[src/rtl/ahblite_busmatrix_inputstage.sv]
// ---------------------------------------------------------------------------
// ahblite_busmatrix_inputstage
//
// Master-facing input stage of the AHB-lite bus matrix. Each master address
// phase is either forwarded straight through, when the target output stage
// has granted this master and is ready, or captured into hold registers. A
// captured transfer is replayed from those registers until the output stage
// takes it. The master is stalled through HREADYOUT_in while a transfer is
// held. Once forwarded, the slave data-phase response is passed back unchanged.
//
// Optional feature (compile-time macro AHB_INSTAGE_TIMEOUT_EN):
//   A held transfer that is not forwarded within TIMEOUT cycles is dropped.
//   The master then receives a two-cycle ERROR response.
//
// Parameters:
//   AW        address width
//   TIMEOUT   max pending cycles (2..255), used only with AHB_INSTAGE_TIMEOUT_EN
//
// Ports:
//   HCLK, HRESETn            clock, asynchronous active-low reset
//   HSEL_in..HPROT_in        master address phase
//   HREADY_in                master-side bus HREADY
//   HREADYOUT_in, HRESP_in   ready / response returned to the master
//   TRANS_HOLD               a held transfer exists (request to the arbiters)
//   HSEL_o..HPROT_o          address phase toward decoder / output stages
//   ACTIVE_ds                target output stage granted this master this cycle
//   HREADY_ds, HRESP_ds      HREADYOUT / HRESP of the selected output stage
// ---------------------------------------------------------------------------
module ahblite_busmatrix_inputstage #(
    parameter int AW      = 32,
    parameter int TIMEOUT = 16
) (
    input  logic          HCLK,
    input  logic          HRESETn,
    input  logic          HSEL_in,
    input  logic [AW-1:0] HADDR_in,
    input  logic [1:0]    HTRANS_in,
    input  logic          HWRITE_in,
    input  logic [2:0]    HSIZE_in,
    input  logic [2:0]    HBURST_in,
    input  logic [3:0]    HPROT_in,
    input  logic          HREADY_in,
    output logic          HREADYOUT_in,
    output logic          HRESP_in,
    output logic          TRANS_HOLD,
    output logic          HSEL_o,
    output logic [AW-1:0] HADDR_o,
    output logic [1:0]    HTRANS_o,
    output logic          HWRITE_o,
    output logic [2:0]    HSIZE_o,
    output logic [2:0]    HBURST_o,
    output logic [3:0]    HPROT_o,
    input  logic          ACTIVE_ds,
    input  logic          HREADY_ds,
    input  logic          HRESP_ds
);

    typedef enum logic [2:0] {
        S_IDLE,
        S_PEND,
        S_DPHASE
`ifdef AHB_INSTAGE_TIMEOUT_EN
        ,
        S_ERR1,
        S_ERR2
`endif
    } state_t;

    state_t state_q, state_d;

    logic          sel_q;
    logic [AW-1:0] addr_q;
    logic [1:0]    trans_q;
    logic          write_q;
    logic [2:0]    size_q;
    logic [2:0]    burst_q;
    logic [3:0]    prot_q;

    logic accept, fwd_ok, pend, load_hold;
    state_t from_idle;

    // Only NONSEQ/SEQ transfers that complete their address phase matter.
    assign accept = HSEL_in & HTRANS_in[1] & HREADY_in;
    assign fwd_ok = ACTIVE_ds & HREADY_ds;
    assign pend   = (state_q == S_PEND);

    // Decision shared by every state in which a new address phase may be taken.
    always_comb begin
        from_idle = S_IDLE;
        if (accept)
            from_idle = fwd_ok ? S_DPHASE : S_PEND;
    end

`ifdef AHB_INSTAGE_TIMEOUT_EN
    logic [7:0] cnt_q;
    localparam logic [7:0] TO_LAST = 8'(TIMEOUT - 1);
`endif

    always_comb begin
        state_d = state_q;
        case (state_q)
            S_IDLE:   state_d = from_idle;
            S_PEND: begin
                if (fwd_ok)
                    state_d = S_DPHASE;
`ifdef AHB_INSTAGE_TIMEOUT_EN
                else if (cnt_q == TO_LAST)
                    state_d = S_ERR1;
`endif
            end
            S_DPHASE: if (HREADY_ds) state_d = from_idle;
`ifdef AHB_INSTAGE_TIMEOUT_EN
            S_ERR1:   state_d = S_ERR2;
            S_ERR2:   state_d = from_idle;
`endif
            default:  state_d = S_IDLE;
        endcase
    end

    // Capture only on the actual transition into PEND. The master inputs are
    // ignored while a transfer is already held.
    assign load_hold = (state_d == S_PEND) && (state_q != S_PEND);

    always_ff @(posedge HCLK or negedge HRESETn) begin
        if (!HRESETn) begin
            state_q <= S_IDLE;
            sel_q   <= 1'b0;
            addr_q  <= '0;
            trans_q <= 2'b00;
            write_q <= 1'b0;
            size_q  <= 3'b000;
            burst_q <= 3'b000;
            prot_q  <= 4'b0000;
        end else begin
            state_q <= state_d;
            if (load_hold) begin
                sel_q   <= HSEL_in;
                addr_q  <= HADDR_in;
                trans_q <= HTRANS_in;
                write_q <= HWRITE_in;
                size_q  <= HSIZE_in;
                burst_q <= HBURST_in;
                prot_q  <= HPROT_in;
            end
        end
    end

`ifdef AHB_INSTAGE_TIMEOUT_EN
    // The count is zero in the first PEND cycle. This allows exactly TIMEOUT
    // PEND cycles before the transfer is dropped.
    always_ff @(posedge HCLK or negedge HRESETn) begin
        if (!HRESETn)
            cnt_q <= 8'd0;
        else if (load_hold)
            cnt_q <= 8'd0;
        else if (pend)
            cnt_q <= cnt_q + 8'd1;
    end
`endif

    // Master-side response, decoded from state. DPHASE is a pure pass-through.
    always_comb begin
        HREADYOUT_in = 1'b1;
        HRESP_in     = 1'b0;
        case (state_q)
            S_PEND:   HREADYOUT_in = 1'b0;
            S_DPHASE: begin
                HREADYOUT_in = HREADY_ds;
                HRESP_in     = HRESP_ds;
            end
`ifdef AHB_INSTAGE_TIMEOUT_EN
            S_ERR1: begin
                HREADYOUT_in = 1'b0;
                HRESP_in     = 1'b1;
            end
            S_ERR2:   HRESP_in = 1'b1;
`endif
            default: ;
        endcase
    end

    assign TRANS_HOLD = pend;

    // A held transfer is replayed toward the output stages. Otherwise the
    // live master phase is presented, which keeps a granted transfer at zero
    // added latency.
    assign HSEL_o   = pend ? sel_q   : HSEL_in;
    assign HADDR_o  = pend ? addr_q  : HADDR_in;
    assign HTRANS_o = pend ? trans_q : HTRANS_in;
    assign HWRITE_o = pend ? write_q : HWRITE_in;
    assign HSIZE_o  = pend ? size_q  : HSIZE_in;
    assign HBURST_o = pend ? burst_q : HBURST_in;
    assign HPROT_o  = pend ? prot_q  : HPROT_in;

endmodule

[config.mk]
export PLATFORM = sky130hd
export DESIGN_NAME = ahblite_busmatrix_inputstage
export DESIGN_NICKNAME = d
export VERILOG_FILES = /design/src/rtl/ahblite_busmatrix_inputstage.sv
export SDC_FILE = /design/constraint.sdc
export NUM_CORES = 1
export LEC_CHECK = 0
export ABC_CLOCK_PERIOD_IN_PS = 2100
export BUFFER_PORTS_ARGS = -buffer_cell sky130_fd_sc_hd__buf_2
export CAP_MARGIN = 20
export CELL_PAD_IN_SITES_DETAIL_PLACEMENT = 0
export CELL_PAD_IN_SITES_GLOBAL_PLACEMENT = 1
export CORE_ASPECT_RATIO = 0.8
export CORE_MARGIN = 1.5
export CORE_UTILIZATION = 25
export DETAILED_ROUTE_END_ITERATION = 10
export PLACE_DENSITY = 0.66
export SYNTH_ARGS = -nofsm -noshare
export SYNTH_HDL_FRONTEND = slang
export SYNTH_SLANG_ARGS = --single-unit
[constraint.sdc]
create_clock -name HCLK -period 2.1 [get_ports HCLK]
set_input_delay 0.42 -clock HCLK [delete_from_list [all_inputs] [get_ports HCLK]]
set_output_delay 0.42 -clock HCLK [all_outputs]
set_load 0.03 [all_outputs]
== Word level (Yosys, flattened, before mapping) ==
Index checks and enable logic that the tools add are counted.

* Reductions and logical operators: 2
* Mux-type cells: 14
* Bitwise logic cells: 3
* Eq/ne operators: 4

{| class="wikitable"
|+ Operators with widths
! kind !! count
|-
| $mux 32 || 1
|-
| $mux 3 || 4
|-
| $pmux 3 s3 || 1
|-
| $eq 3x1->1 const B || 2
|-
| $mux 2 || 3
|-
| $mux 4 || 1
|-
| $and 1x1->1 || 3
|-
| $eq 3x2->1 const B || 1
|-
| $logic_not 3->1 || 1
|-
| $mux 1 || 3
|-
| $ne 3x1->1 const B || 1
|-
| $pmux 1 s2 || 1
|-
| $logic_and 1x1->1 || 1
|}

* Bits of input ports: 52
* Bits in registers: 49
* Logic and storage cells: 31
* Output and inout bits: 49

== Logic depth before layout (Yosys ltp) ==
Gate-level depths: netlist of the first run.

* Word-level depth: 7
* Mapped depth: 5
* Gate-level depth less buffers: 3

== Worst setup path after synthesis of the first run ==
No wires, ideal clock.

* Path type: register -> output
* From: register state_q[0]
* To: output port HADDR_o[30]
* Slack: 0.243 ns
* Data arrival time: 1.437 ns
* Stages on the path, launching flop included: 6
* Data required time: 1.680 ns
* Cell sequence: dfrtp_1 -> nor2b_2 -> and2b_1 -> buf_6 -> buf_6 -> mux2_2

* Cells in the longest elaborated chain, start to end: 2

{| class="wikitable"
|+ Ends and longest elaborated chain
! element !! line !! text
|-
| from (decl) || 69 || <nowiki>state_t state_q, state_d;</nowiki>
|-
| from (signal assigned) || 135 || <nowiki>state_q <= state_d;</nowiki>
|-
| $eq 3x1->1 || 85 || <nowiki>assign pend = (state_q == S_PEND);</nowiki>
|-
| net TRANS_HOLD || 45 || <nowiki>output logic TRANS_HOLD,</nowiki>
|-
| $mux 32 || 188 || <nowiki>assign HADDR_o = pend ? addr_q : HADDR_in;</nowiki>
|-
| to (decl) || 47 || <nowiki>output logic [AW-1:0] HADDR_o,</nowiki>
|}

The timed path passes the listed nets, and every way through them passes these cells.

== Final worst setup path of the first run ==
* From: register state_q[1]
* To: output port HADDR_o[25]

* Cells in the longest elaborated chain, start to end: 2

{| class="wikitable"
|+ Ends and longest elaborated chain
! element !! line
|-
| $eq 3x1->1 || 85
|-
| $mux 32 || 188
|}

No other way between the ends.

==> run_results.csv, run 1 <==
group,metric,value,unit
synthesis,yosysSeqAreaShare,46.9,%
routing,wire_per_inst,14.8,µm
global_routing,grt_first_pass_wirelength,9470,µm
synthesis,yosys.area.top_type_share,46.9,%
die,core_region_area,0.0102,mm²
critical_path,reg2reg_depth,5,
global_routing,grt_usage,10.8,%
critical_path,r2r-start,"state_q[1]",
synthesis,synth_simple_gate_area_share,3.35,%
routing,drt-initial-drc-count,40,
sta,fmax,457,MHz
synthesis,async_reset_ff_share,100,%
synthesis,synth_edf_count,0,
synthesis,synth_mux_area_share,44.6,%
synthesis,synth_common_cells,"mux2_2, dfrtp_1, mux2_4",
synthesis,synth_nets,218,
critical_path,critPathMaxStageDelay,0.41,ns
sta,worst-slew-pin-transition,0.592,ns
routing,routed_wl,6270,µm
die,die_x,117,µm
die,die_h,94.5,µm
routing,drt-pass1-iter-count,4,
clocking,clock-sinks,49,
critical_path,path_delay_family,"buffers and inverters",
critical_path,cp_slowest_cell,"dfrtp_1",
clocking,cts_buffer_depth,2,
sta,setup_viol,46,
clocking,clk_pin_slew,0.06,ns
power_and_ir_drop,peakVddDrop,348,µV
critical_path,r2r_setup_slack,0.43,ns
critical_path,critPathRequiredTime,1.68,ns
layout,syn2layout_area_growth,57.7,%
clocking,cts_tree,"built",
critical_path,r2r_end,"burst_q[1]",
synthesis,synth_area_per_cell,15.7,µm²
critical_path,critPathBufInv,3,
die,row_count,33,
power_and_ir_drop,power_density,746,mW/mm²
global_routing,grt_pass1_vias,1815,
routing,ant_nets,0,
sta,setup_ws,-0.0873,ns
synthesis,syn_area,0.00261,mm²
clocking,cts_buffers,5,
sta,slew_headroom,60.5,%
clocking,cts_root_buf,"clkbuf_16",
sta,skew,0.00361,ns
sta,timing.setup.tns,-2.76,ns
power_and_ir_drop,leakagePower,0.00206,µW
synthesis,synth_compound_area_share,1.34,%
placed_design,port-buffer-count,100,
die,ioPinCount,101,
critical_path,endpoint,"HADDR_o[25]",
global_routing,gr-total-overflow,0,
critical_path,start_kind,"flip-flop",
synthesis,synth_top_family_by_area,"multiplexers",
hold_path,hold_class,"input pin to async pin",
clocking,cts_max_level,2,
layout,design_area,0.00412,mm²
synthesis,yosys.area.top_type,"dfrtp_1",
outcome,status,"finished, violations left",
routing,drc,0,
sta,holdWs,0.138,ns
clocking,clock_latency,0.28,ns
flow_run,drv_cap,0,
sta,finalCritPeriodShare,104,%
layout,final_nets,334,
placed_design,dp_hpwl,3620,µm
outcome,violations,"setup timing",
synthesis,synth_xor_area_share,0,%
die,initial_core_util,25.6,%
critical_path,crit_start,"state_q[1]",
sta,drv_slew,0,
synthesis,ys_types,22,
critical_path,crit_arrival,1.77,ns
sta,rsz0062_at_grt,"true",
critical_path,crit_chain,"nor2b_4 -> and2b_4 -> buf_12 -> clkbuf_16 -> mux2_2 -> buf_6",
placed_design,place_inst,402,
global_routing,grt_max_degree,26,
synthesis,syn_inst,166,
sta,final-hold-violation-count,0,
synthesis,ys_ff_latch,49,
layout,final_layout_size_suffix_gt1_share,77.7,%
synthesis,ys.flop_type,"dfrtp_1",
synthesis,yosysWarnings,0,
die,die-area,0.0111,mm²
critical_path,crit_path_end_kind,"primary output",
routing,num_vias,1755,
routing,via_per_inst,4.15,
synthesis,post-synth-top-count-cell,"mux2_2",
global_routing,antenna_found_initial,0,
critical_path,crit_fanout,5,
synthesis,synth_area_leaders,"dfrtp_1, mux2_2, mux2_4, buf_6, nand3_4",
layout,finalNonFillerCells,423,
synthesis,synthAdderAreaFrac,0,%
placed_design,routabilityCongestion,0.669,
placed_design,placed_area,0.00327,mm²
sta,period_minus_slack,2.19,ns
critical_path,crit_cells,6,
layout,antennaDiodeCount,0,
critical_path,path_class,"flip-flop to primary output",
==> power breakdown <==
| part | leakage [µW] | total [µW] | switching [µW] | internal, µW |
|---|---|---|---|---|
| Sequential | 0.000592 | 1300 | 128 | 1170 |
| Combinational | 0.00139 | 837 | 307 | 530 |
| Clock | 0.0000831 | 939 | 345 | 595 |
==> state kept, by name, summed over array words and instances (netlist names) <==
signal / flops
prot_q: 4
size_q: 3
burst_q: 3
addr_q: 32
trans_q: 2
write_q: 1
sel_q: 1
state_q: 3
==> per-stage QoR <==
stage | util, % | setup WS, ns | power, µW
after floorplan | - | 0.243 | 1800
after global placement | 32.1 | 0.163 | 1970
after detailed placement | 32.1 | 0.141 | 1980
after CTS | 38.3 | -0.118 | 3080
after global routing | 40.4 | -0.142 | 3240
final | 40.4 | -0.0873 | 3080
==> layout by cell type, fill, tap and decap left out, types with 2 or more instances in the layout <==
cell type,instances
buf_4,8
buf_16,2
clkbuf_16,8
buf_12,5
dfrtp_1,49
mux2_2,8
mux2_4,82
buf_2,54
buf_6,46
nand2b_1,2
==> routing by layer <==
| layer | part of all wire (%) | global-route usage (%) | vias to the layer above |
|---|---|---|---|
| met5 | 0 | 0 | - |
| met1 | 47 | 14.3 | 864 |
| met2 | 47 | 18.0 | 60 |
| met3 | 5.5 | 2.54 | 2 |
| li1 | - | - | 829 |
| met4 | 0.24 | 2.47 | 0 |
==> logic make-up (layout without fill, tap and decap cells) <==
logic type / after synthesis / after routing
simple gates: 11 / 11
compound gates: 5 / 5
buf+inv: 9 / 126
other cells: 1 / 1
mux: 91 / 91
flops: 49 / 49
==> worst register-to-register path: cells and delay by family (launching register included) <==
family	cells	cell delay (ns)
AND/OR/NAND/NOR	1	0.10
flip-flops	1	0.41
buffers and inverters	2	0.46
multiplexers	2	0.59
==> worst min-delay path by stage <==
stage	to	slack (ns)	cells after the start
floorplan	addr_q[0]	0.12	0
global placement	sel_q	0.46	1
detailed placement	addr_q[2]	0.46	1
CTS	addr_q[0]	0.16	1
global route	addr_q[2]	0.19	1
finish	addr_q[2]	0.14	1
==> area by class of cell <==
type                       instances  area (µm²)
sequential                        49        1230
clock inverter                     2        37.5
multi-input combinational        108        1470
timing repair buffer             118        1080
fill                             973        6080
tap                              140         175
clock buffer                       6         139
==> what timing repair did <==
action / in CTS / in global routing
setup buffers: 6 / 2
resized for setup: 107 / 33
gates cloned: 2 / 3
hold buffers: 0 / 0
setup endpoints to repair: 46 / 46
No activity file was read; power rests on OpenSTA's default activity.
==> inputs of run 2 (changes only) <==
--- a/config.mk
+++ b/config.mk
@@ -14,7 +14,9 @@
 export CORE_MARGIN = 1.5
 export CORE_UTILIZATION = 25
 export DETAILED_ROUTE_END_ITERATION = 10
+export MAX_ROUTING_LAYER = met4
 export PLACE_DENSITY = 0.66
+export RECOVER_POWER = 25
 export SYNTH_ARGS = -nofsm -noshare
 export SYNTH_HDL_FRONTEND = slang
 export SYNTH_SLANG_ARGS = --single-unit
==> run_results.csv, run 2 (same netlist as run 1, synthesis figures left out) <==
group,metric,value,unit
layout,final_layout_size_suffix_gt1_share,77.4,%
routing,wire_per_inst,14.8,µm
hold_path,holdCritStartpoint,"HADDR_in[15]",
global_routing,grt_usage,11.1,%
layout,layout_commonest_cell,"mux2_4",
layout,largest_reg_flops,32,
flow_run,drv_cap,0,
sta,skew,0.00363,ns
critical_path,start_kind,"flip-flop",
placed_design,dp_hpwl,3620,µm
critical_path,critPathMaxStageDelay,0.41,ns
global_routing,gr-total-overflow,0,
critical_path,r2r_end,"burst_q[1]",
sta,drv_slew,0,
outcome,status,"finished, violations left",
power_and_ir_drop,finalPower,3070,µW
layout,syn2layout_area_growth,57.1,%
global_routing,grt_max_degree,26,
sta,period_minus_slack,2.19,ns
clocking,clock_latency,0.28,ns
power_and_ir_drop,power_density,748,mW/mm²
die,initial_core_util,25.6,%
critical_path,r2r_setup_slack,0.43,ns
clocking,cts_tree,"built",
power_and_ir_drop,peakVddDrop,349,µV
die,ioPinCount,101,
die,core_region_area,0.0102,mm²
hold_path,hold-path-cell-count,2,
critical_path,critPathRequiredTime,1.68,ns
clocking,clk_pin_slew,0.07,ns
sta,rsz0062_at_grt,"true",
layout,post-route-util,40.3,%
sta,finalCritPeriodShare,104,%
layout,top_regs,"addr_q: 32 flops, prot_q: 4 flops",
clocking,cts_max_level,2,
placed_design,routabilityCongestion,0.675,
critical_path,path_delay_family,"buffers and inverters",
layout,antennaDiodeCount,0,
critical_path,path_class,"flip-flop to primary output",
die,die_h,94.5,µm
routing,via_per_inst,4.15,
layout,final_nets,334,
critical_path,reg2reg_depth,5,
sta,final-hold-violation-count,0,
global_routing,antenna_found_initial,0,
die,die-area,0.0111,mm²
clocking,cts_buffers,5,
routing,routed_wl,6270,µm
clocking,clock-sinks,49,
hold_path,hold_class,"input pin to flip-flop",
placed_design,port-buffer-count,100,
routing,drt-initial-drc-count,43,
routing,num_vias,1754,
routing,drt-pass1-iter-count,4,
critical_path,r2r-start,"state_q[1]",
global_routing,grt_pass1_vias,1816,
critical_path,critPathBufInv,3,
sta,worst-slew-pin-transition,1.34,ns
routing,ant_nets,0,
power_and_ir_drop,leakagePower,0.00205,µW
global_routing,grt_first_pass_wirelength,9460,µm
hold_path,holdPathEnd,"addr_q[15]",
critical_path,crit_path_end_kind,"primary output",
critical_path,crit_fanout,5,
critical_path,cp_slowest_cell,"dfrtp_1",
sta,setup_ws,-0.0878,ns
routing,drc,0,
clocking,cts_buffer_depth,2,
sta,fmax,457,MHz
critical_path,crit_cells,6,
critical_path,crit_arrival,1.77,ns
layout,largest_register,"addr_q",
clocking,cts_root_buf,"clkbuf_16",
sta,slew_headroom,10.7,%
critical_path,crit_chain,"nor2b_4 -> and2b_4 -> buf_12 -> clkbuf_16 -> mux2_2 -> buf_6",
die,row_count,33,
sta,setup_viol,46,
outcome,violations,"setup timing",
die,die_x,117,µm
layout,final_cell_mix,"mux2_4, buf_2, dfrtp_1",
[run 2: cell types whose count changed in the layout (fill, tap and decap cells not counted)]
cell,change
buf_2,-1
clkbuf_1,+1
clkbuf_2,+1
buf_12,-1
[run 2: routing by layer]
metal	share of wire [%]	vias to the layer above	GRT usage, %	routed length, µm
li1	-	829	-	-
met1	48	863	14.3	2990
met4	0.27	0	2.47	17
met3	5.2	2	2.42	328
met5	0	-	-	0
met2	47	60	18.0	2930
[run 2: worst register-to-register path, stage by stage, from the launching register on]
cell and delay, ns:
dfrtp_1 0.41, buf_4 0.16, mux2i_1 0.22, nand3_4 0.10, buf_4 0.30, mux2_4 0.37
[run 2: power breakdown]
part	total [µW]	internal, µW	switching [µW]
logic	833	527	307
registers	1300	1170	128
clock network	940	595	345
[run 2: through the flow]
stage | instances | setup WS (ns) | TNS, ns | hold WS, ns | area [µm²]
floorplan | 166 | 0.243 | 0 | 0.124 | 2610
global placement | 402 | 0.163 | 0 | 0.460 | 3270
detailed placement | 402 | 0.141 | 0 | 0.458 | 3270
CTS | 418 | -0.118 | -3.98 | 0.160 | 3900
global route | 423 | -0.142 | -6.69 | 0.371 | 4110
finish | 423 | -0.0878 | -2.78 | 0.376 | 4110
[run 2: area by class of cell]
cell class / count / area (µm²)
flip-flops and latches: 49 / 1230
repair buffers: 118 / 1060
fillers: 976 / 6090
clock inverters: 2 / 37.5
clock buffers: 6 / 139
well taps: 140 / 175
multi-input cells: 108 / 1470
[run 2: repair_timing]
item                       in CTS  in global routing
gates resized for setup       107                 33
setup endpoints to repair      46                 46
cloned                          2                  3
hold buffers                    0                  0
setup buffers                   6                  2
[run 2: worst max-delay path by stage]
stage                       end  slack, ns        from
global placement    HADDR_o[30]       0.16  state_q[0]
detailed placement  HADDR_o[30]       0.14  state_q[0]
global route        HADDR_o[13]      -0.14  state_q[1]
finish              HADDR_o[25]      -0.09  state_q[1]
CTS                      HSEL_o      -0.12  state_q[1]
floorplan           HADDR_o[30]       0.24  state_q[0]
